`src/rtl/rvb_arb_pkg.sv`:
```
// Shared constants and the round-robin pick function for the rvb_arbiter slice.
// Optional statistics counters are enabled with RVB_ARB_STATS_EN (see rvb_arbiter.sv).
package rvb_arb_pkg;

  localparam int DEF_XLEN  = 32;
  localparam int DEF_NREQ  = 2;
  localparam int DEF_DEPTH = 4;

  localparam int TAG_W = $clog2(DEF_NREQ);
  localparam int CNT_W = $clog2(DEF_DEPTH) + 1;

  // The pick function is written for the largest supported requester count.
  localparam int MAX_NREQ = 8;
  localparam int PICK_W   = 3;

  // First set bit of valid, scanning ptr, ptr+1, ... modulo nreq; returns ptr when none is set.
  function automatic logic [PICK_W-1:0] rr_pick(input logic [MAX_NREQ-1:0] valid,
                                                input logic [PICK_W-1:0]   ptr,
                                                input int                  nreq);
    logic [PICK_W-1:0] pick;
    logic              found;
    int                idx;
    pick  = ptr;
    found = 1'b0;
    for (int k = 0; k < MAX_NREQ; k++) begin
      idx = (int'(ptr) + k) % nreq;
      if (!found && (k < nreq) && valid[idx[PICK_W-1:0]]) begin
        pick  = idx[PICK_W-1:0];
        found = 1'b1;
      end
    end
    return pick;
  endfunction

endpackage

```
`src/rtl/rvb_arbiter_if.sv`:
```
// Requester-side and worker-side buses of the rvb_arbiter, bundled in one interface.
// master = the arbiter's view; slave = the requesters and the worker around it.
interface rvb_arbiter_if
  import rvb_arb_pkg::*;
#(
  parameter int XLEN = DEF_XLEN,
  parameter int NREQ = DEF_NREQ
);

  // Every channel is valid/ready: a transfer happens on a clock edge where both are high;
  // the source holds payload stable while valid && !ready, and ready may depend on valid.
  logic [NREQ-1:0]      req_valid;
  logic [NREQ-1:0]      req_ready;
  logic [NREQ*32-1:0]   req_insn;
  logic [NREQ*XLEN-1:0] req_rs1;
  logic [NREQ*XLEN-1:0] req_rs2;
  logic [NREQ*XLEN-1:0] req_rs3;

  logic [NREQ-1:0]      resp_valid;
  logic [NREQ-1:0]      resp_ready;
  logic [XLEN-1:0]      resp_rd;

  logic                 wk_din_valid;
  logic                 wk_din_ready;
  logic [31:0]          wk_din_insn;
  logic [XLEN-1:0]      wk_din_rs1;
  logic [XLEN-1:0]      wk_din_rs2;
  logic [XLEN-1:0]      wk_din_rs3;

  logic                 wk_dout_valid;
  logic                 wk_dout_ready;
  logic [XLEN-1:0]      wk_dout_rd;

  modport master (
    input  req_valid, req_insn, req_rs1, req_rs2, req_rs3,
    output req_ready,
    output resp_valid, resp_rd,
    input  resp_ready,
    output wk_din_valid, wk_din_insn, wk_din_rs1, wk_din_rs2, wk_din_rs3,
    input  wk_din_ready,
    input  wk_dout_valid, wk_dout_rd,
    output wk_dout_ready
  );

  modport slave (
    output req_valid, req_insn, req_rs1, req_rs2, req_rs3,
    input  req_ready,
    input  resp_valid, resp_rd,
    output resp_ready,
    input  wk_din_valid, wk_din_insn, wk_din_rs1, wk_din_rs2, wk_din_rs3,
    output wk_din_ready,
    output wk_dout_valid, wk_dout_rd,
    input  wk_dout_ready
  );

endinterface

```
`src/rtl/rvb_arb_tagfifo.sv`:
```
// Synchronous FIFO of requester tags, one entry per op in flight in the worker.
// DEPTH must be a power of two so the pointers wrap naturally.
module rvb_arb_tagfifo
  import rvb_arb_pkg::*;
#(
  parameter int DEPTH = DEF_DEPTH,
  parameter int W     = TAG_W,
  parameter int CW    = CNT_W
) (
  input  logic         clk,
  input  logic         rst,
  input  logic         i_push,
  input  logic [W-1:0] i_data,
  input  logic         i_pop,
  output logic [W-1:0] o_head,
  output logic         o_full,
  output logic         o_empty
);

  localparam int PW = $clog2(DEPTH);

  logic [W-1:0]  r_mem [DEPTH];
  logic [PW-1:0] r_wr_ptr;
  logic [PW-1:0] r_rd_ptr;
  logic [CW-1:0] r_count;
  logic          w_do_push;
  logic          w_do_pop;

  assign o_full    = (r_count == CW'(DEPTH));
  assign o_empty   = (r_count == '0);
  assign o_head    = r_mem[r_rd_ptr];
  assign w_do_push = i_push && !o_full;
  assign w_do_pop  = i_pop && !o_empty;

  always_ff @(posedge clk or posedge rst) begin
    if (rst) begin
      r_wr_ptr <= '0;
      r_rd_ptr <= '0;
      r_count  <= '0;
      for (int i = 0; i < DEPTH; i++) r_mem[i] <= '0;
    end else begin
      if (w_do_push) begin
        r_mem[r_wr_ptr] <= i_data;
        r_wr_ptr        <= r_wr_ptr + PW'(1);
      end
      if (w_do_pop) r_rd_ptr <= r_rd_ptr + PW'(1);
      case ({w_do_push, w_do_pop})
        2'b10:   r_count <= r_count + CW'(1);
        2'b01:   r_count <= r_count - CW'(1);
        default: r_count <= r_count;
      endcase
    end
  end

endmodule

```
`src/rtl/rvb_arbiter.sv`:
```
// Round-robin share of one in-order bitmanip worker among NREQ requesters; results are routed
// back through a tag FIFO. Define RVB_ARB_STATS_EN to add grant_cnt/stall_cnt counters.
module rvb_arbiter
  import rvb_arb_pkg::*;
#(
  parameter int XLEN  = DEF_XLEN,
  parameter int NREQ  = DEF_NREQ,
  parameter int DEPTH = DEF_DEPTH
) (
  input  logic                 clock,
  input  logic                 reset,
  rvb_arbiter_if.master        bus,
  output logic                 err
`ifdef RVB_ARB_STATS_EN
  ,
  output logic [NREQ*16-1:0]   grant_cnt,
  output logic [15:0]          stall_cnt
`endif
);

  localparam int L_TAG_W = $clog2(NREQ);
  localparam int L_CNT_W = $clog2(DEPTH) + 1;

  logic [L_TAG_W-1:0]  r_rr_ptr;
  logic                r_err;
  logic [L_TAG_W-1:0]  w_grant;
  logic [L_TAG_W-1:0]  w_head;
  logic [MAX_NREQ-1:0] w_valid_ext;
  logic                w_any;
  logic                w_full;
  logic                w_empty;
  logic                w_issue_ok;
  logic                w_push;
  logic                w_pop;

  assign w_valid_ext = MAX_NREQ'(bus.req_valid);
  assign w_grant     = L_TAG_W'(rr_pick(w_valid_ext, PICK_W'(r_rr_ptr), NREQ));
  assign w_any       = |bus.req_valid;
  // Full is taken from the registered count, so a same-cycle pop never frees a slot early.
  assign w_issue_ok  = w_any && !w_full && !reset;
  assign w_push      = w_issue_ok && bus.wk_din_ready;

  assign bus.wk_din_valid = w_issue_ok;
  assign bus.wk_din_insn  = bus.req_insn[32*w_grant +: 32];
  assign bus.wk_din_rs1   = bus.req_rs1[XLEN*w_grant +: XLEN];
  assign bus.wk_din_rs2   = bus.req_rs2[XLEN*w_grant +: XLEN];
  assign bus.wk_din_rs3   = bus.req_rs3[XLEN*w_grant +: XLEN];

  always_comb begin
    bus.req_ready = '0;
    if (w_push) bus.req_ready[w_grant] = 1'b1;
  end

  // Results go back to the requester recorded at the FIFO head, with no added latency.
  always_comb begin
    bus.resp_valid = '0;
    if (bus.wk_dout_valid && !w_empty) bus.resp_valid[w_head] = 1'b1;
  end

  assign bus.wk_dout_ready = !w_empty && bus.resp_ready[w_head];
  assign bus.resp_rd       = bus.wk_dout_rd;
  assign w_pop             = bus.wk_dout_valid && bus.wk_dout_ready;
  assign err               = r_err;

  always_ff @(posedge clock or posedge reset) begin
    if (reset) begin
      r_rr_ptr <= '0;
      r_err    <= 1'b0;
    end else begin
      if (w_push) r_rr_ptr <= (int'(w_grant) == NREQ - 1) ? '0 : w_grant + L_TAG_W'(1);
      if (bus.wk_dout_valid && w_empty) r_err <= 1'b1;
    end
  end

  rvb_arb_tagfifo #(
    .DEPTH (DEPTH),
    .W     (L_TAG_W),
    .CW    (L_CNT_W)
  ) u_tagfifo (
    .clk     (clock),
    .rst     (reset),
    .i_push  (w_push),
    .i_data  (w_grant),
    .i_pop   (w_pop),
    .o_head  (w_head),
    .o_full  (w_full),
    .o_empty (w_empty)
  );

`ifdef RVB_ARB_STATS_EN
  logic [15:0] r_grant_cnt [NREQ];
  logic [15:0] r_stall_cnt;
  logic        w_stall;

  assign w_stall   = w_any && (w_full || !bus.wk_din_ready);
  assign stall_cnt = r_stall_cnt;

  for (genvar gi = 0; gi < NREQ; gi++) begin : g_grant_out
    assign grant_cnt[16*gi +: 16] = r_grant_cnt[gi];
  end

  always_ff @(posedge clock or posedge reset) begin
    if (reset) begin
      r_stall_cnt <= '0;
      for (int i = 0; i < NREQ; i++) r_grant_cnt[i] <= '0;
    end else begin
      if (w_stall && (r_stall_cnt != 16'hFFFF)) r_stall_cnt <= r_stall_cnt + 16'd1;
      for (int i = 0; i < NREQ; i++) begin
        if (w_push && (w_grant == L_TAG_W'(i)) && (r_grant_cnt[i] != 16'hFFFF))
          r_grant_cnt[i] <= r_grant_cnt[i] + 16'd1;
      end
    end
  end
`endif

endmodule

```
`src/flat_wrapper.sv`:
```
// flat-port wrapper written by rule: the top's interface ports become plain ports
module rvb_arbiter_flat import rvb_arb_pkg::*;
#(
  parameter int XLEN  = DEF_XLEN,
  parameter int NREQ  = DEF_NREQ,
  parameter int DEPTH = DEF_DEPTH
)
  (clock, reset, err, bus_req_valid, bus_req_insn, bus_req_rs1, bus_req_rs2, bus_req_rs3, bus_req_ready, bus_resp_valid, bus_resp_rd, bus_resp_ready, bus_wk_din_valid, bus_wk_din_insn, bus_wk_din_rs1, bus_wk_din_rs2, bus_wk_din_rs3, bus_wk_din_ready, bus_wk_dout_valid, bus_wk_dout_rd, bus_wk_dout_ready);
  rvb_arbiter_if #(.XLEN(XLEN), .NREQ(NREQ)) bus_i ();
  input  logic clock;
  input  logic reset;
  output logic err;
  input wire logic [$bits(bus_i.req_valid)-1:0] bus_req_valid;
  input wire logic [$bits(bus_i.req_insn)-1:0] bus_req_insn;
  input wire logic [$bits(bus_i.req_rs1)-1:0] bus_req_rs1;
  input wire logic [$bits(bus_i.req_rs2)-1:0] bus_req_rs2;
  input wire logic [$bits(bus_i.req_rs3)-1:0] bus_req_rs3;
  output wire logic [$bits(bus_i.req_ready)-1:0] bus_req_ready;
  output wire logic [$bits(bus_i.resp_valid)-1:0] bus_resp_valid;
  output wire logic [$bits(bus_i.resp_rd)-1:0] bus_resp_rd;
  input wire logic [$bits(bus_i.resp_ready)-1:0] bus_resp_ready;
  output wire logic [$bits(bus_i.wk_din_valid)-1:0] bus_wk_din_valid;
  output wire logic [$bits(bus_i.wk_din_insn)-1:0] bus_wk_din_insn;
  output wire logic [$bits(bus_i.wk_din_rs1)-1:0] bus_wk_din_rs1;
  output wire logic [$bits(bus_i.wk_din_rs2)-1:0] bus_wk_din_rs2;
  output wire logic [$bits(bus_i.wk_din_rs3)-1:0] bus_wk_din_rs3;
  input wire logic [$bits(bus_i.wk_din_ready)-1:0] bus_wk_din_ready;
  input wire logic [$bits(bus_i.wk_dout_valid)-1:0] bus_wk_dout_valid;
  input wire logic [$bits(bus_i.wk_dout_rd)-1:0] bus_wk_dout_rd;
  output wire logic [$bits(bus_i.wk_dout_ready)-1:0] bus_wk_dout_ready;
  assign bus_i.req_valid = bus_req_valid;
  assign bus_i.req_insn = bus_req_insn;
  assign bus_i.req_rs1 = bus_req_rs1;
  assign bus_i.req_rs2 = bus_req_rs2;
  assign bus_i.req_rs3 = bus_req_rs3;
  assign bus_req_ready = bus_i.req_ready;
  assign bus_resp_valid = bus_i.resp_valid;
  assign bus_resp_rd = bus_i.resp_rd;
  assign bus_i.resp_ready = bus_resp_ready;
  assign bus_wk_din_valid = bus_i.wk_din_valid;
  assign bus_wk_din_insn = bus_i.wk_din_insn;
  assign bus_wk_din_rs1 = bus_i.wk_din_rs1;
  assign bus_wk_din_rs2 = bus_i.wk_din_rs2;
  assign bus_wk_din_rs3 = bus_i.wk_din_rs3;
  assign bus_i.wk_din_ready = bus_wk_din_ready;
  assign bus_i.wk_dout_valid = bus_wk_dout_valid;
  assign bus_i.wk_dout_rd = bus_wk_dout_rd;
  assign bus_wk_dout_ready = bus_i.wk_dout_ready;
  rvb_arbiter #(.XLEN(XLEN), .NREQ(NREQ), .DEPTH(DEPTH)) u_core (.clock(clock), .reset(reset), .bus(bus_i), .err(err));
endmodule
```
`config.mk`:
```
export PLATFORM = sky130hd
export DESIGN_NAME = rvb_arbiter_flat
export DESIGN_NICKNAME = d
export VERILOG_FILES = /design/src/rtl/rvb_arb_pkg.sv /design/src/rtl/rvb_arbiter_if.sv /design/src/rtl/rvb_arb_tagfifo.sv /design/src/rtl/rvb_arbiter.sv /design/src/flat_wrapper.sv
export SDC_FILE = /design/constraint.sdc
export NUM_CORES = 1
export LEC_CHECK = 0
export CORE_AREA = 2 2 182 184
export CTS_CLUSTER_DIAMETER = 30
export DETAILED_ROUTE_END_ITERATION = 10
export DIE_AREA = 0 0 184 186
export GPL_ROUTABILITY_DRIVEN = 0
export PLACE_DENSITY = 0.44
export SETUP_SLACK_MARGIN = 0.05
export SYNTH_ARGS = -nofsm -noshare
export SYNTH_HDL_FRONTEND = slang
export SYNTH_SLANG_ARGS = --single-unit
```
`constraint.sdc`:
```
create_clock -name clock -period 3 [get_ports clock]
set_clock_uncertainty 0.15 [all_clocks]
set_input_delay 0.6 -clock clock [delete_from_list [all_inputs] [get_ports clock]]
set_output_delay 0.6 -clock clock [all_outputs]
set_load 0.05 [all_outputs]
```
After elaboration in Yosys (flattened, before gate mapping)

Cells that the tools add are included.

Multiplexer cells: 22
Add/sub/neg operators: 6
Eq/ne operators: 3
Reductions and logical operators: 20
Shift operators: 4
Bitwise operators: 3
$lt $le $gt $ge: 9

Operators by type and width:

| kind                                                                 | count |
|---|---|
| 64-bit by 7-bit variable part select with 32-bit output              | 4 |
| 1-bit logical AND                                                    | 13 |
| 1-bit 2-to-1 mux                                                     | 13 |
| 3-bit greater-or-equal comparator, second input constant             | 2 |
| 2-bit NOT with 3-bit output                                          | 2 |
| 3-bit one-hot mux with 2 select lines                                | 1 |
| 2-bit by 1-bit adder with 2-bit output, second input constant        | 2 |
| 1-bit binary-select mux with 2-bit select                            | 2 |
| 4-bit bitwise mux                                                    | 1 |
| 1-bit zero test                                                      | 4 |
| 1-bit by 2-bit < comparator with 1-bit output, second input constant | 2 |
| 1-bit by 4-bit < comparator with 1-bit output, second input constant | 1 |
| 3-bit by 4-bit < comparator with 1-bit output, second input constant | 1 |
| 2-bit 2-to-1 mux                                                     | 2 |
| 3-bit by 1-bit adder with 3-bit output, second input constant        | 1 |
| 3-bit == test, second input constant                                 | 1 |
| 3-bit zero test                                                      | 1 |
| 3-bit by 1-bit < comparator with 1-bit output, second input constant | 1 |
| 3-bit by 1-bit subtractor with 3-bit output, second input constant   | 1 |
| 1-bit adder, second input constant                                   | 2 |
| 1-bit demux with 1-bit select                                        | 2 |
| 1-bit demux with 2-bit select                                        | 1 |
| 2-bit by 1-bit == test with 1-bit output, second input constant      | 1 |
| 2-bit == test, second input constant                                 | 1 |
| other kinds (4)                                                      | 5 |

Output and inout bits: 167
Word-level logic and storage cells: 76
Bits of input ports: 296
Register bits: 13

Logic depth before layout (Yosys ltp)

Depth after elaboration: 11
Gate-level depth with buffers: 9
Depth with buffers taken out: 9

By module

A second synthesis with hierarchy kept.

Cell total of the unflattened synthesis: 254
Area, all modules: 3105.5 µm²

Modules (own cells, without submodules):

| module          | times used | cells an instance | area each (µm²) | seq. area each (µm²) |
|---|---|---|---|---|
| rvb_arbiter     | 1          | 199               | 2496.1          | 50.0 |
| rvb_arb_tagfifo | 1          | 55                | 609.3           | 275.3 |

Worst setup path before layout

OpenSTA, ideal clock, no wires.

Path type: input -> output
From: input port bus_req_valid[0]
To: output port bus_req_ready[0]
Cell stages on the path: 6
Path slack: 0.276 ns
Required time: 2.250 ns
Arrival time: 1.974 ns
Buffers on the path: 3
Cell sequence: inv_1 -> maj3_2 -> buf_6 -> buf_6 -> buf_6 -> nor2_1

Cells in the longest elaborated chain, start to end: 11
Elaborated cells between the ends (all ways): 18
Those cells by class: 2 x order compare; 9 x mux; 7 x reduce/logical

RTL lines:

| element                                                                                                                         | RTL line           | text |
|---|---|---|
| from (decl)                                                                                                                     | flat_wrapper.sv:13 | `input wire logic [$bits(bus_i.req_valid)-1:0] bus_req_valid;` |
| 1-bit 2-to-1 mux (not written as such) (2 in a row)                                                                             | rvb_arb_pkg.sv:27  | `if (!found && (k < nreq) && valid[idx[PICK_W-1:0]]) begin` |
| 1-bit 2-to-1 mux                                                                                                                | rvb_arb_pkg.sv:27  |  |
| 1-bit zero test                                                                                                                 | rvb_arb_pkg.sv:27  |  |
| 1-bit logical AND                                                                                                               | rvb_arb_pkg.sv:27  |  |
| 1-bit 2-to-1 mux                                                                                                                | rvb_arb_pkg.sv:27  |  |
| 1-bit by 2-bit < comparator with 1-bit output (not written as such) / 1-bit greater-or-equal comparator (equally long branches) | rvb_arbiter.sv:51  | `if (w_push) bus.req_ready[w_grant] = 1'b1;` |
| 1-bit logical AND (not written as such)                                                                                         | rvb_arbiter.sv:51  |  |
| 1-bit 2-to-1 mux (not written as such)                                                                                          | rvb_arbiter.sv:51  |  |
| 1-bit demux with 1-bit select                                                                                                   | --                 |  |
| 2-bit 2-to-1 mux *                                                                                                              | rvb_arbiter.sv:51  |  |
| to (decl)                                                                                                                       | flat_wrapper.sv:18 | `output wire logic [$bits(bus_i.req_ready)-1:0] bus_req_ready;` |

Every way passes the cells marked *; elsewhere a longest branch is shown, timed or not. The select of a mux whose other input is x is not followed.

Worst setup path in the final report

From: input port bus_req_valid[1]
To: output port bus_wk_din_rs3[15]

Cells in the longest elaborated chain, start to end: 7
Elaborated cells between the ends (all ways): 9
Those cells by class: 1 x shift; 6 x mux; 2 x reduce/logical

RTL lines:

| element                                                   | RTL line           | text |
|---|---|---|
| 1-bit 2-to-1 mux (not written as such) (2 in a row)       | rvb_arb_pkg.sv:27  |  |
| 1-bit 2-to-1 mux                                          | rvb_arb_pkg.sv:27  |  |
| 1-bit zero test                                           | rvb_arb_pkg.sv:27  |  |
| 1-bit logical AND *                                       | rvb_arb_pkg.sv:27  |  |
| 1-bit 2-to-1 mux *                                        | rvb_arb_pkg.sv:27  |  |
| 64-bit by 7-bit variable part select with 32-bit output * | rvb_arbiter.sv:47  | `assign bus.wk_din_rs3 = bus.req_rs3[XLEN*w_grant +: XLEN];` |
| to (decl)                                                 | flat_wrapper.sv:26 | `output wire logic [$bits(bus_i.wk_din_rs3)-1:0] bus_wk_din_rs3;` |

Marked as above.

==> results.py <==
metrics = {
    "drt": {
        "drt_iter0_drc": 51,
        "drtAntennaViolNets": 0,
        "num_vias": 3275,
        "vias_per_cell": 3.21,
        "routed_wl_um": 18000,
        "firstDrtPassIters": 4,
        "drc": 0,
        "avgRoutedWirePerCell_um": 17.6,
    },
    "floorplan": {
        "die-width_um": 184,
        "ios": 463,
        "initial_core_util_pct": 8.48,
        "fp.dieH_um": 186,
        "design.core.area_um2": 32200,
        "fp-row-count": 66,
        "die-area_um2": 34200,
    },
    "hold_path": {
        "holdCritPathClass": "flip-flop to flip-flop",
        "hold_depth": 1,
        "min_from": "u_core.err$_DFFE_PP0P_",
    },
    "synth": {
        "synthesis.nets": 542,
        "synth_top_area_cell": "mux2_2",
        "yosysWarnings": 0,
        "synthTopCellsByCount": "mux2_2, mux2_4, buf_4",
        "synth_cell_type_count": 28,
        "synth_ff_type": "dfrtp_1",
        "synth_area_per_cell_um2": 11.4,
        "synth_top_area_share_pct": 32.2,
        "synth_seq_cells": 13,
        "yosysSeqAreaShare_pct": 11.9,
        "synthArstFlopShare_pct": 100,
        "syn_inst": 240,
        "synth_area_um2": 2730,
        "post_synth_main_area_contributors": "mux2_2, mux2_4, dfrtp_1, buf_4, buf_6",
        "yosysMostFrequentCell": "mux2_2",
        "synth-edff-count": 0,
    },
    "cts": {
        "cts-root-buf": "clkbuf_16",
        "clock-sinks": 13,
        "htree_levels": 1,
        "cts_buffers": 3,
        "cts_tree": "done",
        "cts_max_path_buffers": 2,
        "clk_pin_slew_ns": 0.04,
        "clk-insertion-delay-late_ns": 0.24,
    },
    "worst_setup_path": {
        "path_buf_inv": 4,
        "end_kind": "primary output",
        "crit_slowest_cell": "maj3_4",
        "cp-startpoint": "bus_req_valid[1]",
        "worst-path-max-fanout": 7,
        "cp_common_cell": "buf_12",
        "reg2reg_from": "u_core.u_tagfifo.r_rd_ptr[0]$_DFFE_PP0P_",
        "critPathKind": "input port to primary output",
        "worstSetupPathDepth": 6,
        "path_cells": "dlygate4sd2_1 > maj3_4 > buf_12 > bufbuf_16 > mux2_4 > buf_12",
        "cp_top_family": "buffers and inverters",
        "cp-start-kind": "input port",
        "worstRegToRegCells": 9,
        "crit_arrival_ns": 2.15,
        "crit_path_max_incr_delay_ns": 0.37,
        "crit_required_ns": 2.25,
    },
    "timing": {
        "setup_slack_ns": 0.105,
        "tightest_slew_ns": 0.520,
        "period_share_pct": 96.5,
        "timing.hold.ws_ns": 0.309,
        "setup_viol": 0,
        "min_period_ns": 2.90,
        "timing.fmax_mhz": 345,
        "rsz0062_at_grt": "false",
        "drv_slew": 0,
        "fin_setup_tns_ns": 0,
        "hold_viol_final": 0,
        "relSlewSlack_pct": 65.3,
    },
    "placed_design": {
        "hpwl_um": 15400,
        "dp.cells": 1009,
        "dp_slack_ns": -0.0925,
        "io_buffer_count": 398,
        "placed_cell_area_um2": 7680,
    },
    "layout": {
        "drive_gt1_share_pct": 47.7,
        "areaGrowthSynthToFinish_pct": 190,
        "n_antenna_cell": 0,
        "finalInstanceArea_um2": 7910,
        "instances_no_fill": 1020,
        "final_net_count": 915,
    },
    "pwr": {
        "leakage_nw": 3.33,
        "powerDensity_nw_per_um2": 617,
        "max-vdd-ir-drop_uv": 416,
    },
    "grt": {
        "grt_pass1_vias": 3321,
        "grt_pass1_wl_um": 23000,
        "grt_max_degree": 29,
        "gr-total-overflow": 0,
        "antenna_found_initial": 3,
        "track_usage_pct": 9.28,
    },
    "run_status": {
        "status": "complete, no violations",
    },
    "run": {
        "max_cap_viol_count": 0,
    },
}
## flip-flops by register name, summed over array words and instances, names as in the netlist
register and flops:
u_core.u_tagfifo.r_rd_ptr 2, u_core.u_tagfifo.r_count 3, u_core.r_rr_ptr 1, u_core.u_tagfifo.r_wr_ptr 2, u_core.u_tagfifo.r_mem 4, u_core.err 1
## cell usage in the layout (no fill, tap or decap), drive strengths merged
| cell | n |
|---|---|
| clkdlybuf4s50 | 262 |
| o21bai | 1 |
| fa | 1 |
| maj3 | 1 |
| buf | 150 |
| mux2i | 2 |
| mux4 | 1 |
| ha | 5 |
| xnor2 | 2 |
| a21o | 1 |
| nand2b | 1 |
| nor2b | 1 |
| xor2 | 4 |
| bufbuf | 1 |
| nor2 | 8 |
| inv | 9 |
| o21ai | 1 |
| and2 | 1 |
| dfrtp | 13 |
| clkbuf | 4 |
| mux2 | 132 |
| nand2 | 5 |
| dlygate4sd2 | 2 |
| nor3 | 2 |
| nor3b | 2 |
## routing by layer
metal  GRT usage [%]  up-vias  routed length [um]
li1                -     1559                   -
met1            12.2     1510                7350
met2            15.8      200                8830
met3            2.68        4                1760
met4           0.352        2                  31
met5               0        -                  14
## path summary, 6_finish.rpt
check | endpoint | slack, ns
max in group asynchronous | u_core.u_tagfifo.r_mem[0]$_DFFE_PP0P_ | 1.66
max reg2reg | u_core.u_tagfifo.r_count[2]$_DFFE_PP0P_ | 0.46
min in group asynchronous | u_core.u_tagfifo.r_mem[1]$_DFFE_PP0P_ | 0.69
min | u_core.err$_DFFE_PP0P_ | 0.31
max | bus_wk_din_rs3[15] | 0.10
min reg2reg | u_core.err$_DFFE_PP0P_ | 0.31
## cell type report
type,instances,area [um2]
Clock buffer,4,78.8
Fill cell,3398,24300
Inverter,9,33.8
Multi-Input combinational cell,171,2020
Sequential cell,13,325
Tap cell,408,510
Timing Repair Buffer,415,4950
## report_power, final
group	total (mW)	leakage [nW]	internal, mW	switching, mW
registers	0.338	0.151	0.268	0.0702
clock network	0.247	0.0382	0.179	0.0686
logic	4.29	3.15	2.10	2.19
total	4.88	3.33	2.55	2.33
## through the flow
step / power [mW] / util [%]
final: 4.88 / 24.6
after global placement: 4.53 / 23.8
after CTS: 4.95 / 24.6
after detailed placement: 4.52 / 23.8
after global routing: 5.10 / 24.6
after floorplan: 2.85 / -
## cells by family after synthesis
family,count (synthesis),synth area share [%]
adder cells (fa/ha/maj),7,3.44
flip-flops,13,11.9
AO/OA/AOI/OAI,3,0.733
multiplexers,135,63.5
buffers and inverters,56,14.6
AND/OR/NAND/NOR,20,3.85
XOR/XNOR,6,1.92
## worst reg2reg max path, stage by stage, from the launching register on
cell and delay [ns]:
dfrtp_1 0.39, mux4_2 0.57, mux2i_2 0.20, nor2_2 0.14, ha_1 0.19, inv_1 0.06
fa_1 0.37, xor2_1 0.15, nor2_1 0.11, xor2_1 0.14
## repair_timing
item / CTS / global route
pin swaps: 1 / 1
gates resized for setup: 10 / 0
setup endpoints to repair: 121 / 1
cloned: 3 / 0
hold buffers: 0 / 0
setup buffers: 4 / 0
(Power assumes the default switching activity.)
